[src/rtl/handshake_pkg.sv]
// handshake_pkg: shared FIFO state encoding, error counter width and saturating increment.
package handshake_pkg;
  typedef enum logic [1:0] {EMPTY, ONE, FULL} fifo_state_e;
  localparam int ERR_CNT_W = 16;
  function automatic logic [ERR_CNT_W-1:0] sat_inc(input logic [ERR_CNT_W-1:0] v);
    return &v ? v : v + 1'b1;
  endfunction
endpackage

[src/rtl/handshake_const_check_if.sv]
// handshake_const_check_if: input token channel, match-result channel and error status.
interface handshake_const_check_if import handshake_pkg::*; #(
  parameter int DATA_WIDTH = 32
);
  logic [DATA_WIDTH-1:0] ins;
  logic ins_valid, ins_ready, outs, outs_valid, outs_ready, err_sticky;
  logic [ERR_CNT_W-1:0] err_count;
  modport master (output ins, ins_valid, outs_ready, input ins_ready, outs, outs_valid, err_count, err_sticky);
  modport slave (input ins, ins_valid, outs_ready, output ins_ready, outs, outs_valid, err_count, err_sticky);
endinterface

[src/rtl/handshake_fifo2.sv]
// handshake_fifo2: 2-entry, 1-bit payload FIFO; in_ready_o is registered so it never sees out_ready_i combinationally.
module handshake_fifo2 import handshake_pkg::*; (
  input  logic clk,
  input  logic rst,
  input  logic in_valid_i,
  input  logic in_data_i,
  output logic in_ready_o,
  output logic out_valid_o,
  output logic out_data_o,
  input  logic out_ready_i
);
  fifo_state_e state_q, state_d;
  logic head_q, head_d, tail_q, tail_d, ready_q, push, pop;
  assign push = in_valid_i & ready_q;
  assign pop = out_valid_o & out_ready_i;
  assign in_ready_o = ready_q;
  assign out_valid_o = state_q != EMPTY;
  assign out_data_o = head_q;
  always_comb begin
    state_d = state_q;
    head_d = head_q;
    tail_d = tail_q;
    unique case (state_q)
      EMPTY: begin
        state_d = push ? ONE : EMPTY;
        head_d = push ? in_data_i : head_q;
      end
      ONE: begin
        state_d = (push && !pop) ? FULL : (pop && !push) ? EMPTY : ONE;
        head_d = (push && pop) ? in_data_i : head_q;
        tail_d = push ? in_data_i : tail_q;
      end
      FULL: begin
        state_d = pop ? ONE : FULL;
        head_d = pop ? tail_q : head_q;
      end
      default: state_d = EMPTY;
    endcase
  end
  always_ff @(posedge clk) begin
    state_q <= rst ? state_d : EMPTY;
    head_q <= rst & head_d;
    tail_q <= rst & tail_d;
    ready_q <= rst && state_d != FULL;
  end
endmodule

[src/rtl/handshake_const_check.sv]
// handshake_const_check: compares each accepted token with EXPECTED and queues the match bit.
// Define HANDSHAKE_CONST_CHECK_STATS_EN to compile in the saturating err_count counter.
module handshake_const_check import handshake_pkg::*; #(
  parameter int DATA_WIDTH = 32,
  parameter logic [DATA_WIDTH-1:0] EXPECTED = '0
) (
  input logic clk,
  input logic rst,
  handshake_const_check_if.slave bus
);
  logic match, mismatch_acc, err_sticky_q;
  assign match = bus.ins == EXPECTED;
  assign mismatch_acc = bus.ins_valid & bus.ins_ready & ~match;
  handshake_fifo2 u_fifo (
    .clk(clk),
    .rst(rst),
    .in_valid_i(bus.ins_valid),
    .in_data_i(match),
    .in_ready_o(bus.ins_ready),
    .out_valid_o(bus.outs_valid),
    .out_data_o(bus.outs),
    .out_ready_i(bus.outs_ready)
  );
  always_ff @(posedge clk) err_sticky_q <= rst & (err_sticky_q | mismatch_acc);
  assign bus.err_sticky = err_sticky_q;
`ifdef HANDSHAKE_CONST_CHECK_STATS_EN
  logic [ERR_CNT_W-1:0] err_cnt_q, err_cnt_d;
  always_comb err_cnt_d = mismatch_acc ? sat_inc(err_cnt_q) : err_cnt_q;
  always_ff @(posedge clk) err_cnt_q <= rst ? err_cnt_d : '0;
  assign bus.err_count = err_cnt_q;
`else
  assign bus.err_count = '0;
`endif
endmodule
[src/flat_wrapper.sv]
// flat-port wrapper written by rule: the top's interface ports become plain ports
module handshake_const_check_flat import handshake_pkg::*;
#(
  parameter int DATA_WIDTH = 32,
  parameter logic [DATA_WIDTH-1:0] EXPECTED = '0
)
  (clk, rst, bus_ins, bus_ins_valid, bus_outs_ready, bus_ins_ready, bus_outs, bus_outs_valid, bus_err_count, bus_err_sticky);
  handshake_const_check_if #(.DATA_WIDTH(DATA_WIDTH)) bus_i ();
  input logic clk;
  input logic rst;
  input wire logic [$bits(bus_i.ins)-1:0] bus_ins;
  input wire logic [$bits(bus_i.ins_valid)-1:0] bus_ins_valid;
  input wire logic [$bits(bus_i.outs_ready)-1:0] bus_outs_ready;
  output wire logic [$bits(bus_i.ins_ready)-1:0] bus_ins_ready;
  output wire logic [$bits(bus_i.outs)-1:0] bus_outs;
  output wire logic [$bits(bus_i.outs_valid)-1:0] bus_outs_valid;
  output wire logic [$bits(bus_i.err_count)-1:0] bus_err_count;
  output wire logic [$bits(bus_i.err_sticky)-1:0] bus_err_sticky;
  assign bus_i.ins = bus_ins;
  assign bus_i.ins_valid = bus_ins_valid;
  assign bus_i.outs_ready = bus_outs_ready;
  assign bus_ins_ready = bus_i.ins_ready;
  assign bus_outs = bus_i.outs;
  assign bus_outs_valid = bus_i.outs_valid;
  assign bus_err_count = bus_i.err_count;
  assign bus_err_sticky = bus_i.err_sticky;
  handshake_const_check #(.DATA_WIDTH(DATA_WIDTH), .EXPECTED(EXPECTED)) u_core (.clk(clk), .rst(rst), .bus(bus_i));
endmodule
[config.mk]
export PLATFORM = sky130hd
export DESIGN_NAME = handshake_const_check_flat
export DESIGN_NICKNAME = d
export VERILOG_FILES = /design/src/rtl/handshake_pkg.sv /design/src/rtl/handshake_const_check_if.sv /design/src/rtl/handshake_fifo2.sv /design/src/rtl/handshake_const_check.sv /design/src/flat_wrapper.sv
export SDC_FILE = /design/constraint.sdc
export NUM_CORES = 1
export LEC_CHECK = 0
export BUFFER_PORTS_ARGS = -buffer_cell sky130_fd_sc_hd__buf_2
export CELL_PAD_IN_SITES_DETAIL_PLACEMENT = 1
export CELL_PAD_IN_SITES_GLOBAL_PLACEMENT = 2
export CORE_ASPECT_RATIO = 0.8
export CORE_MARGIN = 4
export CORE_UTILIZATION = 14
export CTS_CLUSTER_DIAMETER = 150
export DETAILED_ROUTE_END_ITERATION = 10
export GPL_ROUTABILITY_DRIVEN = 1
export PLACE_DENSITY = 0.78
export SLEW_MARGIN = 20
export SYNTH_ARGS = -nofsm -noshare
export SYNTH_HDL_FRONTEND = slang
export SYNTH_SLANG_ARGS = --single-unit
export TNS_END_PERCENT = 50
[constraint.sdc]
create_clock -name clk -period 1.63 [get_ports clk]
set_input_delay 0.2445 -clock clk [delete_from_list [all_inputs] [get_ports clk]]
set_output_delay 0.2445 -clock clk [all_outputs]
set_load 0.02 [all_outputs]
* Word level (Yosys, flattened, before mapping)
Cells that the tools add are included.
** Cells by class
- Equal/unequal tests :: 3
- Mux-type cells :: 11
- Bitwise gates (word level) :: 8
- Reductions and logical operators :: 9
** Operators with widths (count)
- zero test 32 bit :: 1
- two-way mux 1 bit :: 7
- bitwise AND 1 bit :: 6
- case mux 2 bit (3 select lines) :: 1
- logical AND 1 bit :: 4
- two-way mux 2 bit :: 2
- case mux 1 bit (3 select lines) :: 1
- equality test 2 x 1 -> 1 bit (second input constant) :: 1
- equality test 2 bit (second input constant) :: 1
- zero test 1 bit :: 2
- zero test 2 bit :: 1
- != test 2 bit (second input constant) :: 1
- nonzero test 2 bit :: 1
- inverter 1 bit :: 1
- bitwise OR 1 bit :: 1
** Storage, ports and cells
- Bits in registers :: 6
- Bits of input ports :: 36
- Output and inout port bits :: 20
- Logic and storage cells :: 36

* Logic depth before layout (Yosys ltp)
- Depth in word-level cells :: 8
- Gate-level depth with buffers :: 7
- Mapped depth without buffers :: 7

* Cells and area by module
A second synthesis with hierarchy kept.
** Second synthesis, totals
- Cell total of the unflattened synthesis :: 68
- Area total of the unflattened synthesis :: 546.8 um^2
** Modules (own cells, without submodules)
- handshake_fifo2 :: instances 1, cells each 36, area each 314.1 um^2, seq. area each 100.1 um^2
- handshake_const_check :: instances 1, cells each 32, area each 232.7 um^2, seq. area each 20.0 um^2

* Worst setup path before layout
No wires, ideal clock.
- Path kind :: flip-flop to flip-flop
- From :: reg u_core.u_fifo.state_q[0]
- To :: reg u_core.u_fifo.ready_q (netlist: u_core.u_fifo.in_ready_o)
- Library setup time :: 0.074 ns
- Data arrival time :: 1.618 ns
- Data required time :: 1.556 ns
- Path slack :: -0.062 ns
- Cell stages (with the launch flop) :: 6
- Buffers on the path :: 0
- Period minus slack after synthesis :: 1.692 ns
- Cells stage by stage :: dfxtp_1 -> or2_2 -> and2_1 -> ha_1 -> or3_1 -> a31oi_1
** On the way
- Cells in the longest elaborated chain, start to end :: 8
- Elaborated cells between the ends (all ways) :: 14
- Classes of those cells :: 3 x eq/ne; 4 x mux; 1 x bitwise; 6 x reduce/logical
** RTL lines
- from (decl) :: line handshake_fifo2.sv:12 : fifo_state_e state_q, state_d;
- from (signal assigned) :: line handshake_fifo2.sv:41 : state_q <= rst ? state_d : EMPTY;
- nonzero test 2 bit * :: line handshake_fifo2.sv:17 : assign out_valid_o = state_q != EMPTY;
- net bus_outs_valid :: line flat_wrapper.sv:16 : output wire logic [$bits(bus_i.outs_valid)-1:0] bus_outs_valid;
- bitwise AND 1 bit * :: line handshake_fifo2.sv:15 : assign pop = out_valid_o & out_ready_i;
- logical AND 1 bit / zero test 1 bit (equally long branches) :: line handshake_fifo2.sv:29 : state_d = (push && !pop) ? FULL : (pop && !push) ? EMPTY : ONE;
- two-way mux 1 bit / logical AND 1 bit (equally long branches) :: line handshake_fifo2.sv:29
- two-way mux 2 bit :: line handshake_fifo2.sv:29
- case mux 2 bit (3 select lines) * :: line handshake_fifo2.sv:23 : unique case (state_q)
- != test 2 bit * :: line handshake_fifo2.sv:44 : ready_q <= rst && state_d != FULL;
- logical AND 1 bit * :: line handshake_fifo2.sv:44
- to (signal assigned) :: line handshake_fifo2.sv:44
- to (decl) :: line handshake_fifo2.sv:13 : logic head_q, head_d, tail_q, tail_d, ready_q, push, pop;
Mark *: on every way through the listed nets, which the timed path passes. The rest lies on a longest branch.
A chain may end at the register's enable or synchronous reset.

* Worst setup path in the final report
- From :: reg u_core.u_fifo.state_q[0]
- To :: reg u_core.u_fifo.ready_q (netlist: u_core.u_fifo.in_ready_o)
** On the way
- Cells in the longest elaborated chain, start to end :: 8
- Elaborated cells between the ends (all ways) :: 14
- Classes of those cells :: 3 x eq/ne; 4 x mux; 1 x bitwise; 6 x reduce/logical
** RTL lines (line)
- nonzero test 2 bit :: handshake_fifo2.sv:17
- bitwise AND 1 bit :: handshake_fifo2.sv:15
- logical AND 1 bit / zero test 1 bit (equally long branches) :: handshake_fifo2.sv:29
- two-way mux 1 bit / logical AND 1 bit (equally long branches) :: handshake_fifo2.sv:29
- two-way mux 2 bit :: handshake_fifo2.sv:29
- case mux 2 bit (3 select lines) * :: handshake_fifo2.sv:23
- != test 2 bit * :: handshake_fifo2.sv:44
- logical AND 1 bit * :: handshake_fifo2.sv:44
Mark *: on every way between the ends. The rest lies on a longest branch, timed or not.

==> results.json <==
{
  "hp-class": "in -> reg",
  "yosys.area.top_type": "dfxtp_1",
  "netlist.area_leader.share": 0.2243,
  "reg2regPathDepth": 5,
  "cts.htree.levels": 1,
  "synth_warnings": 0,
  "drt-total-wl_mm": 1.671,
  "final.min_clock_period_ns": 1.544,
  "antenna_found_initial": 0,
  "p_leak_nw": 0.3877,
  "rsz0062_at_grt": "no",
  "max_freq_mhz": 647.6,
  "grt_pass1_vias": 617,
  "final_hold_viol_count": 0,
  "drt-initial-drc-count": 13,
  "vdd_drop_max_mv": 0.1679,
  "overflow": 0,
  "synth_area_leaders": "dfxtp_1 22%, buf_4 22%, nor4_1 9.3%",
  "fp.dieW_um": 77.15,
  "multi_input_area_um2": 342.8,
  "fin_ws_ns": 0.08589,
  "drive_gt1_frac": 0.4324,
  "drv_slew": 0,
  "startpoint_type": "flip-flop",
  "ys_seq_area_frac": 0.2243,
  "firstDrtPassIters": 4,
  "avgSynthCellArea_um2": 7.875,
  "core_area_mm2": 0.003566,
  "cts_tree": "done",
  "cts-root-buf": "clkbuf_8",
  "total_power_w": 0.0005155,
  "powerDensity_mw_per_mm2": 662.4,
  "gp_congestion": 0.7645,
  "hpwl_mm": 1.549,
  "cts_buffer_depth": 2,
  "cp_max_fo": 2,
  "synth_seq_cells": 6,
  "status": "finished clean",
  "drc": 0,
  "syn_area_um2": 535.5,
  "setup_violations": 0,
  "clk_latency_ns": 0.22,
  "diodes": 0,
  "portBuffers": 39,
  "num_rows": 19,
  "cp.required_ns": 1.77,
  "ant_nets": 0,
  "cp-end-kind": "flip-flop",
  "period_share": 0.9473,
  "drv_cap": 0,
  "seq_area_um2": 120.1,
  "syn_to_final_growth_pct": 45.33,
  "path_clk_slew_ns": 0.04,
  "synth_cell_type_count": 24,
  "initial_utilization": 0.1502,
  "ios": 56,
  "finalNetCount": 151,
  "grtUsageTotal": 0.06396,
  "syn_inst": 68,
  "cts_sinks": 6,
  "avgViaCountPerCell": 3.967,
  "skew_ns": 0.002883,
  "die_y_um": 63.32,
  "dieArea_mm2": 0.004885,
  "critPathKind": "reg -> reg",
  "wl_per_cell_um": 10.92,
  "critPathArrivalTime_ns": 1.69,
  "holdPathStages": 2,
  "num_vias": 607,
  "numCtsBuffers": 3,
  "grt_max_degree": 10,
  "pre_cts_ws_ns": -0.01124,
  "n_fill_cell": 456,
  "grt_pass1_wl_mm": 2.546
}
==> state kept, by name, indices dropped and copies added (netlist names) <==
name / count
u_core.bus.err_sticky: 1
u_core.u_fifo.out_data_o: 1
u_core.u_fifo.state_q: 2
u_core.u_fifo.tail_q: 1
u_core.u_fifo.in_ready_o: 1
==> report_power, final <==
group | switching [W] | internal [W] | total [W] | leakage [nW]
clock | 0.0000618 | 0.000158 | 0.000220 | 0.0216
sequential | 0.00000398 | 0.000155 | 0.000159 | 0.0492
combinational | 0.0000806 | 0.0000560 | 0.000137 | 0.317
total | 0.000146 | 0.000369 | 0.000516 | 0.388
==> timing repair <==
action                                  CTS  global route
endpoints found under the setup margin    0             1
hold buffers                              0             0
setup buffers                             0             0
gates resized for setup                   0             0
==> final timing paths <==
kind	to	slack (ns)	startpoint
setup / recovery	u_core.u_fifo.in_ready_o	0.09	u_core.u_fifo.state_q[0]
hold / removal	u_core.u_fifo.state_q[1]	0.32	rst
setup reg to reg	u_core.u_fifo.in_ready_o	0.09	u_core.u_fifo.state_q[0]
hold reg to reg	u_core.bus.err_sticky	0.48	u_core.bus.err_sticky
==> area by class of cell <==
| type | instances | area share |
|---|---|---|
| Multi-Input combinational cell | 58 | 0.4405 |
| Timing Repair Buffer | 41 | 0.2701 |
| Sequential cell | 6 | 0.1543 |
| Tap cell | 42 | 0.06752 |
| Clock buffer | 3 | 0.05305 |
| Inverter | 3 | 0.01447 |
==> cell usage after synthesis, drive strengths merged <==
library cell and n:
a31oi 1, or3 2, mux2i 2, ha 2, and3b 1, o22ai 2
buf 16, nand2 6, nor4 8, and2 4, o21ai 3, inv 3
a22o 1, and3 1, or4 1, o31ai 1, nand3 1, a21oi 2
dfxtp 6, conb 1, nand2b 1, nand3b 1, or2 1, a21boi 1
==> worst max-delay path, cell delays in order (launching register included) <==
cell,delay (ns)
dfxtp_1,0.30
or2_4,0.24
and2_1,0.17
ha_1,0.28
or3_1,0.33
a31oi_1,0.15
==> through the flow <==
stage                      TNS [ns]  hold WS (ns)  instances  area, um^2    util
after floorplan                   0        0.3662         83       594.3       -
after global placement    -0.002348        0.4838        150       737.0  0.2067
after detailed placement   -0.01124        0.4791        150       737.0  0.2067
final                             0        0.3155        153       778.2  0.2182
after global routing              0        0.3274        153       778.2  0.2182
after CTS                         0        0.3066        153       778.2  0.2182
==> layout by cell type, fill, tap and decap left out, drive strengths merged, types with 2 or more instances in the layout <==
cell and count:
a21oi 2, o21ai 3, clkbuf 3, buf 41, or3 2, o22ai 2, dfxtp 6, ha 2
inv 3, nor4 8, nand2 6, conb 16, and2 4, mux2i 2
==> kinds of logic (layout without fill, tap and decap cells) <==
group | after synthesis | count (layout) | synth area share
other | 1 | 16 | 0.007003
AOI/OAI and AO/OA | 11 | 11 | 0.1378
DFF | 6 | 6 | 0.2243
adders and majority gates | 2 | 2 | 0.04672
buffers and inverters | 19 | 47 | 0.2453
and+or+nand+nor | 27 | 27 | 0.3014
muxes | 2 | 2 | 0.03738
==> metal layers <==
layer  vias to the layer above  wire length, um  global-route usage
met5                         -                0                   0
met4                         0                0             0.02000
met3                         0              169             0.02849
met2                        32              799              0.1045
met1                       278              702             0.07483
li1                        297                -                   -
(Power assumes the default switching activity.)
